## config.mk

```make
export PLATFORM = sky130hd
export DESIGN_NAME = ysyx_24110015_mem_arbiter
export DESIGN_NICKNAME = d
export VERILOG_FILES = /design/src/rtl/ysyx_24110015_mem_arbiter.sv
export SDC_FILE = /design/constraint.sdc
export NUM_CORES = 1
export LEC_CHECK = 0
export CORE_MARGIN = 3
export CORE_UTILIZATION = 41
export CTS_BUF_LIST = sky130_fd_sc_hd__clkbuf_4
export DETAILED_ROUTE_END_ITERATION = 8
export MAX_ROUTING_LAYER = met4
export PLACE_DENSITY = 0.89
export SLEW_MARGIN = 20
export SYNTH_ARGS = -nofsm -noshare
export SYNTH_HDL_FRONTEND = slang
export SYNTH_SLANG_ARGS = --single-unit
```

## constraint.sdc

```tcl
create_clock -name clk -period 3.6 [get_ports clk]
set_input_delay 0.54 -clock clk [delete_from_list [all_inputs] [get_ports clk]]
set_output_delay 0.54 -clock clk [all_outputs]
set_load 0.05 [all_outputs]
```

## src/rtl/ysyx_24110015_mem_arbiter.sv

```systemverilog
`default_nettype none
// ============================================================================
// ysyx_24110015_mem_arbiter
// Round-robin IFU/LSU arbiter onto one memory port, one outstanding access,
// response watchdog.
// Revision: 1.0
// ============================================================================
module ysyx_24110015_mem_arbiter #(
  parameter int TIMEOUT = 1000,
  parameter int CNT_W   = 16
) (
  input  logic        clk,
  input  logic        rst,

  input  logic        ifu_req_valid,
  output logic        ifu_req_ready,
  input  logic [31:0] ifu_addr,
  output logic        ifu_resp_valid,
  input  logic        ifu_resp_ready,
  output logic [31:0] ifu_rdata,
  output logic        ifu_resp_err,

  input  logic        lsu_req_valid,
  output logic        lsu_req_ready,
  input  logic [31:0] lsu_addr,
  input  logic        lsu_wen,
  input  logic [31:0] lsu_wdata,
  input  logic [3:0]  lsu_wmask,
  output logic        lsu_resp_valid,
  input  logic        lsu_resp_ready,
  output logic [31:0] lsu_rdata,
  output logic        lsu_resp_err,

  output logic        mem_req_valid,
  input  logic        mem_req_ready,
  output logic [31:0] mem_addr,
  output logic [31:0] mem_wdata,
  output logic        mem_wen,
  output logic [3:0]  mem_wmask,
  input  logic        mem_resp_valid,
  output logic        mem_resp_ready,
  input  logic [31:0] mem_rdata,
  input  logic        mem_resp_err
);

  typedef enum logic [1:0] {
    S_IDLE = 2'd0,
    S_REQ  = 2'd1,
    S_RESP = 2'd2,
    S_ERR  = 2'd3
  } state_t;

  localparam logic [CNT_W-1:0] c_cnt_last = CNT_W'((TIMEOUT == 0) ? 0 : TIMEOUT - 1);

  state_t             r_state;
  logic               r_sel;         // 0 = IFU, 1 = LSU
  logic               r_last_grant;
  logic [31:0]        r_addr;
  logic               r_wen;
  logic [31:0]        r_wdata;
  logic [3:0]         r_wmask;
  logic [CNT_W-1:0]   r_cnt;

  logic               w_idle;
  logic               w_pick_lsu;
  logic               w_accept;
  logic               w_busy;
  logic               w_timeout;
  logic               w_sel_resp_ready;
  logic               w_rsp_valid;
  logic               w_rsp_err;
  logic [31:0]        w_rsp_data;

  assign w_idle     = (r_state == S_IDLE);
  // On a tie the master that lost last time wins.
  assign w_pick_lsu = lsu_req_valid && (!ifu_req_valid || !r_last_grant);
  assign w_accept   = w_idle && (ifu_req_valid || lsu_req_valid);
  assign w_busy     = (r_state == S_REQ) || (r_state == S_RESP);
  assign w_timeout  = (TIMEOUT != 0) && w_busy && (r_cnt == c_cnt_last);

  assign ifu_req_ready = rst && w_idle && ifu_req_valid && !w_pick_lsu;
  assign lsu_req_ready = rst && w_idle && w_pick_lsu;

  assign w_sel_resp_ready = r_sel ? lsu_resp_ready : ifu_resp_ready;

  assign mem_req_valid = (r_state == S_REQ);
  assign mem_addr      = r_addr;
  assign mem_wdata     = r_wdata;
  assign mem_wen       = r_wen;
  assign mem_wmask     = r_wmask;

  always_comb begin
    mem_resp_ready = 1'b0;
    w_rsp_valid    = 1'b0;
    w_rsp_err      = 1'b0;
    w_rsp_data     = 32'd0;
    case (r_state)
      S_IDLE: mem_resp_ready = 1'b1;
      S_RESP: begin
        mem_resp_ready = w_sel_resp_ready;
        w_rsp_valid    = mem_resp_valid;
        w_rsp_err      = mem_resp_err;
        w_rsp_data     = mem_rdata;
      end
      S_ERR: begin
        mem_resp_ready = 1'b1;
        w_rsp_valid    = 1'b1;
        w_rsp_err      = 1'b1;
      end
      default: mem_resp_ready = 1'b0;
    endcase
  end

  assign ifu_resp_valid = !r_sel && w_rsp_valid;
  assign ifu_resp_err   = !r_sel && w_rsp_err;
  assign ifu_rdata      = r_sel ? 32'd0 : w_rsp_data;
  assign lsu_resp_valid = r_sel && w_rsp_valid;
  assign lsu_resp_err   = r_sel && w_rsp_err;
  assign lsu_rdata      = (r_sel && !r_wen) ? w_rsp_data : 32'd0;

  always_ff @(posedge clk or negedge rst) begin
    if (!rst) begin
      r_state      <= S_IDLE;
      r_sel        <= 1'b0;
      r_last_grant <= 1'b0;
      r_addr       <= 32'd0;
      r_wen        <= 1'b0;
      r_wdata      <= 32'd0;
      r_wmask      <= 4'd0;
      r_cnt        <= '0;
    end else begin
      case (r_state)
        S_IDLE: begin
          if (w_accept) begin
            r_sel        <= w_pick_lsu;
            r_last_grant <= w_pick_lsu;
            r_cnt        <= '0;
            r_state      <= S_REQ;
            if (w_pick_lsu) begin
              r_addr  <= lsu_addr;
              r_wen   <= lsu_wen;
              r_wdata <= lsu_wdata;
              r_wmask <= lsu_wmask;
            end else begin
              r_addr  <= ifu_addr;
              r_wen   <= 1'b0;
              r_wdata <= 32'd0;
              r_wmask <= 4'd0;
            end
          end
        end
        S_REQ: begin
          r_cnt <= r_cnt + 1'b1;
          if (w_timeout)
            r_state <= S_ERR;
          else if (mem_req_ready)
            r_state <= S_RESP;
        end
        S_RESP: begin
          r_cnt <= r_cnt + 1'b1;
          if (w_timeout)
            r_state <= S_ERR;
          else if (mem_resp_valid && w_sel_resp_ready)
            r_state <= S_IDLE;
        end
        S_ERR: begin
          if (w_sel_resp_ready)
            r_state <= S_IDLE;
        end
        default: r_state <= S_IDLE;
      endcase
    end
  end

endmodule
`default_nettype wire

```

==> impl_results.md, run 1 <==
- Inst Count DP: 823
- Synth top area cells: dfrtp_1 50%, and2_1 9.1%, a22o_1 7.6%, mux2i_1 7.3%, o21ai_0 4.7%
- Seq pwr share: 26.8%
- Iteration-0 DRC Markers: 323
- WL final: 14,600 µm
- M1 WL: 5160 µm
- # rows: 37
- CTS tree: built
- Max stage delay on crit path: 0.81 ns
- CTS resizes: 0
- ANT nets after route: 0
- RSZ-0062 raised after global routing: no
- Synth warnings: 0
- Yosys top cell area share: 50.0%
- Clock tree buffer depth: 2
- Rel. slew slack: 43.1%
- Critical R2R Launch: r_state[1]$_DFFE_PN0P_
- Mapped Cells: 427
- Worst VDD drop: 0.580 mV
- Fin cells: 840
- Status: finished, final reports clean
- I/O Buffers: 282
- Post-synth top flop: dfrtp_1
- Clock latency on the worst-skew pair: 0.43 ns
- Remaining DRCs: 0
- Met3 WL post-DR: 1000 µm
- Final nets: 846
- Crit path arrival time: 2.46 ns
- Overall power: 0.00599 W
- XOR/XNOR share of the synthesized area: 1.99%
- Top cell type by total area after synthesis: dfrtp_1
- Final setup fails: 0
- Post-DR wirelength/cell: 17.4 µm
- Compound-Gate Fraction of Synth Area: 14.4%
- Max Transition Viols Final: 0
- Vias in the first global route: 4,359
- Clock share of power: 9.3%
- Library cells used by synthesis: 43
- Logic gate share of total power: 63.9%
- Pwr dens: 818 nW/µm²
- Final WS setup: 0.604 ns
- Fmax: 0.334 GHz
- H-tree levels: 3
- Slew at the pin closest to its max-slew limit: 0.850 ns
- Largest net degree at the start of global routing: 71
- Post-DP HPWL: 11,900 µm
- Leakage Power: 3.29 nW
- Die Ht: 110 µm
- Worst min path class: in -> async
- FF-to-FF End: r_cnt[5]$_DFFE_PN0P_
- WS Path Type: reg -> out
- Place WS: 0.737 ns
- R2R cell count: 6
- Cells along the critical path: inv_1 > ha_1 > nand3_1 > nor2_1 > clkdlybuf4s50_1
- Initial Utilization: 42.4%
- Number of flops mapped to enable cells by yosys: 0
- TritonCTS Buffers: 9
- Mux contribution to synthesized area: 8.05%
- Worst-path maximum fanout: 8
- Total negative slack: 0 ns
- Startpoint types: flop
- Cell Int Power: 0.00287 W
- Core Area: 10,400 µm²
- Layout cells sized above 1: 14.9%
- Hold-fix buffers, CTS: 0
- Worst EP required: 3.06 ns
- Post-synthesis average cell area: 10.3 µm²
- Top layer in use: met4
- Asr flop ratio synth: 100%
- Initial antenna violation count: 0
- Clk slew on worst S/H paths: 0.15 ns
- R2R Setup Slk: 1.17 ns
- Syn nets: 575
- Period minus WS final: 3.00 ns
- CP startpoint: r_state[1]$_DFFE_PN0P_
- DR vias: 4,222
- GRT Util Overall: 24.4%
- Post-Synth Adder-Cell Area: 1.71%
- Max cap viols: 0
- Root buffer cell: clkbuf_4
- Hold Vio Cnt, Final: 0
- Switching pwr: 0.00312 W
- Sw Share: 52.1%
- Drt first pass iters: 4
- CTS Sinks: 88
- GPL Wtd Cong: 0.920
- Most frequent cell after synthesis: dfrtp_1
- Largest family of logic cells by synthesized area: simple AND/OR/NAND/NOR gates
- Skew final: 0.0289 ns
- Area Growth Syn to Fin: 66.3%
- Slowest library cell on the worst path: clkdlybuf4s50_1
- Met2 wire len: 8150 µm
- Postcts setup bufs: 0
- Worst Setup EP: ifu_req_ready
- Core Util, Final: 70.6%
- Mapped cell area: 4400 µm²
- Ports: 283
- Setup crit end kind: primary output
- Seq/Total Area, Yosys: 50.0%
- Die width: 110 µm
- Global route overflow: 0
- Commonest cells in the netlist: 88 x dfrtp_1, 64 x and2_1, 42 x nand2_1
- Simple-Gate Fraction of Synth Area: 20.1%
- Crit share post-route: 83.2%
- Synthesis-stage register bit count: 88
- Die area: 12,000 µm²
- First-pass GRT wire length: 21,700 µm
- Post-DR vias/cell: 5.03
[final cells by class]
| cell class | count | area [µm²] |
|---|---|---|
| Timing Repair Buffer | 289 | 2710 |
| Multi-Input combinational cell | 302 | 2060 |
| Sequential cell | 88 | 2200 |
| Clock buffer | 10 | 75.1 |
| Inverter | 8 | 30.0 |
| Clock inverter | 6 | 67.6 |
| Fill cell | 751 | 3050 |
| Tap cell | 136 | 170 |
| Antenna cell | 1 | 2.50 |
[stage by stage]
stage | hold WS [ns] | cell area [µm²]
after floorplan | 0.244 | 4400
after global placement | 0.462 | 7170
after detailed placement | 0.471 | 7170
after CTS | 0.221 | 7320
after global routing | 0.225 | 7320
final | 0.223 | 7320
[placed cells by master, fill, tap and decap left out, types with 2 or more instances in the layout]
cell type	n
nand4_1	2
ha_1	6
nor3_1	8
or3_2	2
and2_1	64
nor2b_1	3
mux2i_1	32
a21oi_1	7
clkdlybuf4s50_1	217
o21ai_0	40
a22o_1	38
dfrtp_1	88
clkbuf_4	10
buf_4	72
mux2_2	3
nor2_1	19
xnor2_1	10
nand3_1	5
nand2_1	42
inv_1	8
clkinv_4	2
[layer usage]
metal | global-route usage [%] | up-vias
li1 | - | 2026
met1 | 25.7 | 1983
met2 | 45.4 | 194
met3 | 5.40 | 19
met4 | 7.12 | 0
met5 | - | -
[registers in the layout, indices dropped and copies added (netlist names)]
register / cells
mem_addr: 32
mem_wdata: 32
mem_wen: 1
mem_wmask: 4
r_cnt: 16
r_last_grant: 1
r_state: 2
[cells by family after synthesis]
group | after synthesis
adder cells (fa/ha/maj) | 6
AND/OR/NAND/NOR | 158
flip-flops | 88
buffers and inverters | 37
AO/OA/AOI/OAI | 93
XOR/XNOR | 10
multiplexers | 35
[worst min path at each step]
stage	start	to	slack (ns)	cells after the start
3_3_place_gp	mem_addr[31]$_DFFE_PN0P_	mem_addr[31]$_DFFE_PN0P_	0.46	2
5_1_grt	rst	mem_wdata[29]$_DFFE_PN0P_	0.23	2
4_1_cts	rst	mem_wdata[29]$_DFFE_PN0P_	0.22	2
2_1_floorplan	rst	mem_addr[0]$_DFFE_PN0P_	0.24	0
6_report	rst	mem_wdata[8]$_DFFE_PN0P_	0.22	2
3_5_place_dp	mem_addr[26]$_DFFE_PN0P_	mem_addr[26]$_DFFE_PN0P_	0.47	2
[worst max-delay path: cells and delay by family, from the launching register on]
kind,cells,cell delay [ns]
buffers and inverters,2,0.95
flip-flops,1,0.45
adder cells (fa/ha/maj),1,0.41
AND/OR/NAND/NOR,2,0.24
[power by group through the flow]
stage                     Combinational [W]  Clock, W  Sequential (W)
after global routing                0.00403  0.000613         0.00166
after global placement              0.00377         0         0.00160
after floorplan                     0.00141         0         0.00270
after detailed placement            0.00385         0         0.00162
after CTS                           0.00385  0.000574         0.00161
final                               0.00382  0.000556         0.00161
Note: power is estimated with default switching activity, not from simulation.
==> run 2, diff against run 1 <==
Settings changed: CORE_UTILIZATION 41 to 34, PLACE_DENSITY 0.89 to 0.79.
Clock period 3.6 ns to 2.7 ns, I/O delays scaled along.
==> run 2 against run 1 <==
Against the previous run:
- critical path depth is 2 higher
- hold slack improved by 0.21 ns
- design area up 12%
==> impl_results.md, run 2 (same netlist as run 1, synthesis figures left out) <==
- Place WS: 0.361 ns (-0.376 ns)
- Slowest library cell on the worst path: dfrtp_1
- Die width: 120 µm (+9.3%)
- CP startpoint: r_state[0]$_DFFE_PN0P_
- Worst min path class: in -> async
- Register area: 2200 µm² (unchanged)
- Iteration-0 DRC Markers: 303 (-6.2%)
- Die area: 14,300 µm² (+19%)
- Period minus WS final: 2.49 ns
- WL final: 15,400 µm (+6.0%)
- Max Transition Viols Final: 0 (unchanged)
- Final WS setup: 0.210 ns (-0.395 ns)
- Final instance area: 8200 µm² (+12%)
- Cell Int Power: 0.00416 W (+45%)
- Hold Vio Cnt, Final: 0 (unchanged)
- Final nets: 850 (+0.47%)
- CTS tree: built
- Inst Count DP: 858 (+4.3%)
- GRT Util Overall: 21.8% (-2.5 points)
- Fmax: 0.402 GHz
- Remaining DRCs: 0 (unchanged)
- Core Util, Final: 66.6% (-4.0 points)
- Largest net degree at the start of global routing: 71 (unchanged)
- Seq pwr share: 25.4% (-1.4 points)
- Area of the multi-input gates: 2060 µm² (+0.12%)
- Worst-path maximum fanout: 32 (+24)
- Skew final: 0.0214 ns (-0.00745 ns)
- Fin cells: 878 (+4.5%)
- Drt first pass iters: 4 (unchanged)
- Commonest non-fill, non-tap cell in the layout: clkdlybuf4s50_1
- Logic gate share of total power: 65.8% (+1.9 points)
- Top cell by count, worst path: inv_1
- Rel. slew slack: 48.0% (+4.8 points)
- First-pass GRT wire length: 23,900 µm (+10%)
- DR vias: 4,297 (+1.8%)
- Switching pwr: 0.00425 W (+36%)
- WS Path Type: reg -> out
- Most frequent cells in the layout: 210 x clkdlybuf4s50_1, 88 x dfrtp_1, 65 x buf_12
- Core Area: 12,300 µm² (+19%)
- Initial Utilization: 35.7% (-6.7 points)
- Startpoint types: flop
- Worst VDD drop: 0.756 mV (+30%)
- Cells along the critical path: inv_1 > ha_2 > inv_1 > nor2_1 > buf_4 > and2_1 > buf_12
- Clock tree buffer depth: 2 (unchanged)
- I/O Buffers: 282 (unchanged)
- Final setup fails: 0 (unchanged)
- Status: finished, final reports clean
- Post-DR vias/cell: 4.89 (-2.6%)
- Total negative slack: 0 ns (unchanged)
- Setup crit end kind: primary output
- Critical R2R Launch: r_state[1]$_DFFE_PN0P_
- TritonCTS Buffers: 9 (unchanged)
- Pwr dens: 1030 nW/µm² (+25%)
- ANT nets after route: 0 (unchanged)
- Max cap viols: 0 (unchanged)
- Clock share of power: 8.9% (-0.4 points)
- Layout cells sized above 1: 16.5% (+1.6 points)
- # rows: 40 (+8.1%)
- Initial antenna violation count: 3 (+3)
- Max stage delay on crit path: 0.43 ns (-0.38 ns)
- Crit path arrival time: 2.09 ns (-0.37 ns)
- H-tree levels: 3 (unchanged)
- Die Ht: 120 µm (+9.3%)
- Fillers: 970 (+29%)
- RSZ-0062 raised after global routing: no
- Global route overflow: 0 (unchanged)
- Clk slew on worst S/H paths: 0.13 ns (-0.02 ns)
- Root buffer cell: clkbuf_4
- GPL Wtd Cong: 0.861 (-6.3%)
- Leakage Power: 3.50 nW (+6.4%)
- Ports: 283 (unchanged)
- Clock latency on the worst-skew pair: 0.44 ns (about the same)
- Crit share post-route: 92.2%
- Vias in the first global route: 4,482 (+2.8%)
- Post-DR wirelength/cell: 17.6 µm (+1.4%)
- Worst EP required: 2.30 ns (-0.76 ns)
- CTS Sinks: 88 (unchanged)
- Slew at the pin closest to its max-slew limit: 0.780 ns (-0.0696 ns)
- Area Growth Syn to Fin: 86.2%
- Sw Share: 50.6% (-1.5 points)
- Placed cell area: 8030 µm² (+12%)
- Post-DP HPWL: 12,700 µm (+7.1%)
## run 2: timing repair
item | CTS | global route
setup endpoints to repair | 0 | 49
setup buffers | 0 | 0
endpoints found under the hold margin | 26 | 0
hold buffers | 1 | 0
gates resized for setup | 0 | 1
## run 2: layout make-up
class	count	area share, %
Timing Repair Buffer	293	43.2
Sequential cell	88	26.9
Multi-Input combinational cell	302	25.2
Tap cell	168	2.56
Clock buffer	10	0.916
Clock inverter	6	0.824
Inverter	8	0.366
Antenna cell	3	0.0916
## run 2: critical path, delay by kind of cell, from the launching register on
| family | cells | cell delay (ns) |
|---|---|---|
| and+or+nand+nor | 2 | 0.32 |
| adders and majority gates | 1 | 0.26 |
| buffers and inverters | 4 | 0.64 |
| DFF | 1 | 0.43 |
## run 2: layer usage
| metal | part of all wire [%] | wire length [µm] | global-route usage, % |
|---|---|---|---|
| met1 | 36 | 5580 | 23.3 |
| met2 | 55 | 8460 | 40.0 |
| met3 | 7.3 | 1130 | 5.00 |
| met4 | 1.8 | 271 | 7.02 |
| met5 | 0 | 0 | - |
## run 2: final timing paths
path                                             endpoint  slack [ns]  cells past startpoint
worst max-delay path                        ifu_rdata[10]        0.21                      7
worst min-delay path            mem_wdata[15]$_DFFE_PN0P_        0.44                      2
worst max register to register       r_cnt[6]$_DFFE_PN0P_        0.49                      6
worst min register to register    mem_addr[7]$_DFFE_PN0P_        0.50                      2
max in group asynchronous        mem_wdata[3]$_DFFE_PN0P_        1.18                      3
min in group clk                  mem_addr[7]$_DFFE_PN0P_        0.50                      2
## run 2: per-stage QoR
stage	total power [W]	hold slack, ns
finish	0.00841	0.435
CTS	0.00847	0.405
floorplan	0.00548	0.109
global placement	0.00761	0.341
detailed placement	0.00772	0.348
global route	0.00883	0.425
## run 2: power groups by stage
stage	Sequential [W]	Combinational [W]	Clock, W
after detailed placement	0.00216	0.00556	0
final	0.00214	0.00553	0.000745
after CTS	0.00214	0.00557	0.000768
after floorplan	0.00360	0.00188	0
after global routing	0.00220	0.00581	0.000824
after global placement	0.00213	0.00548	0
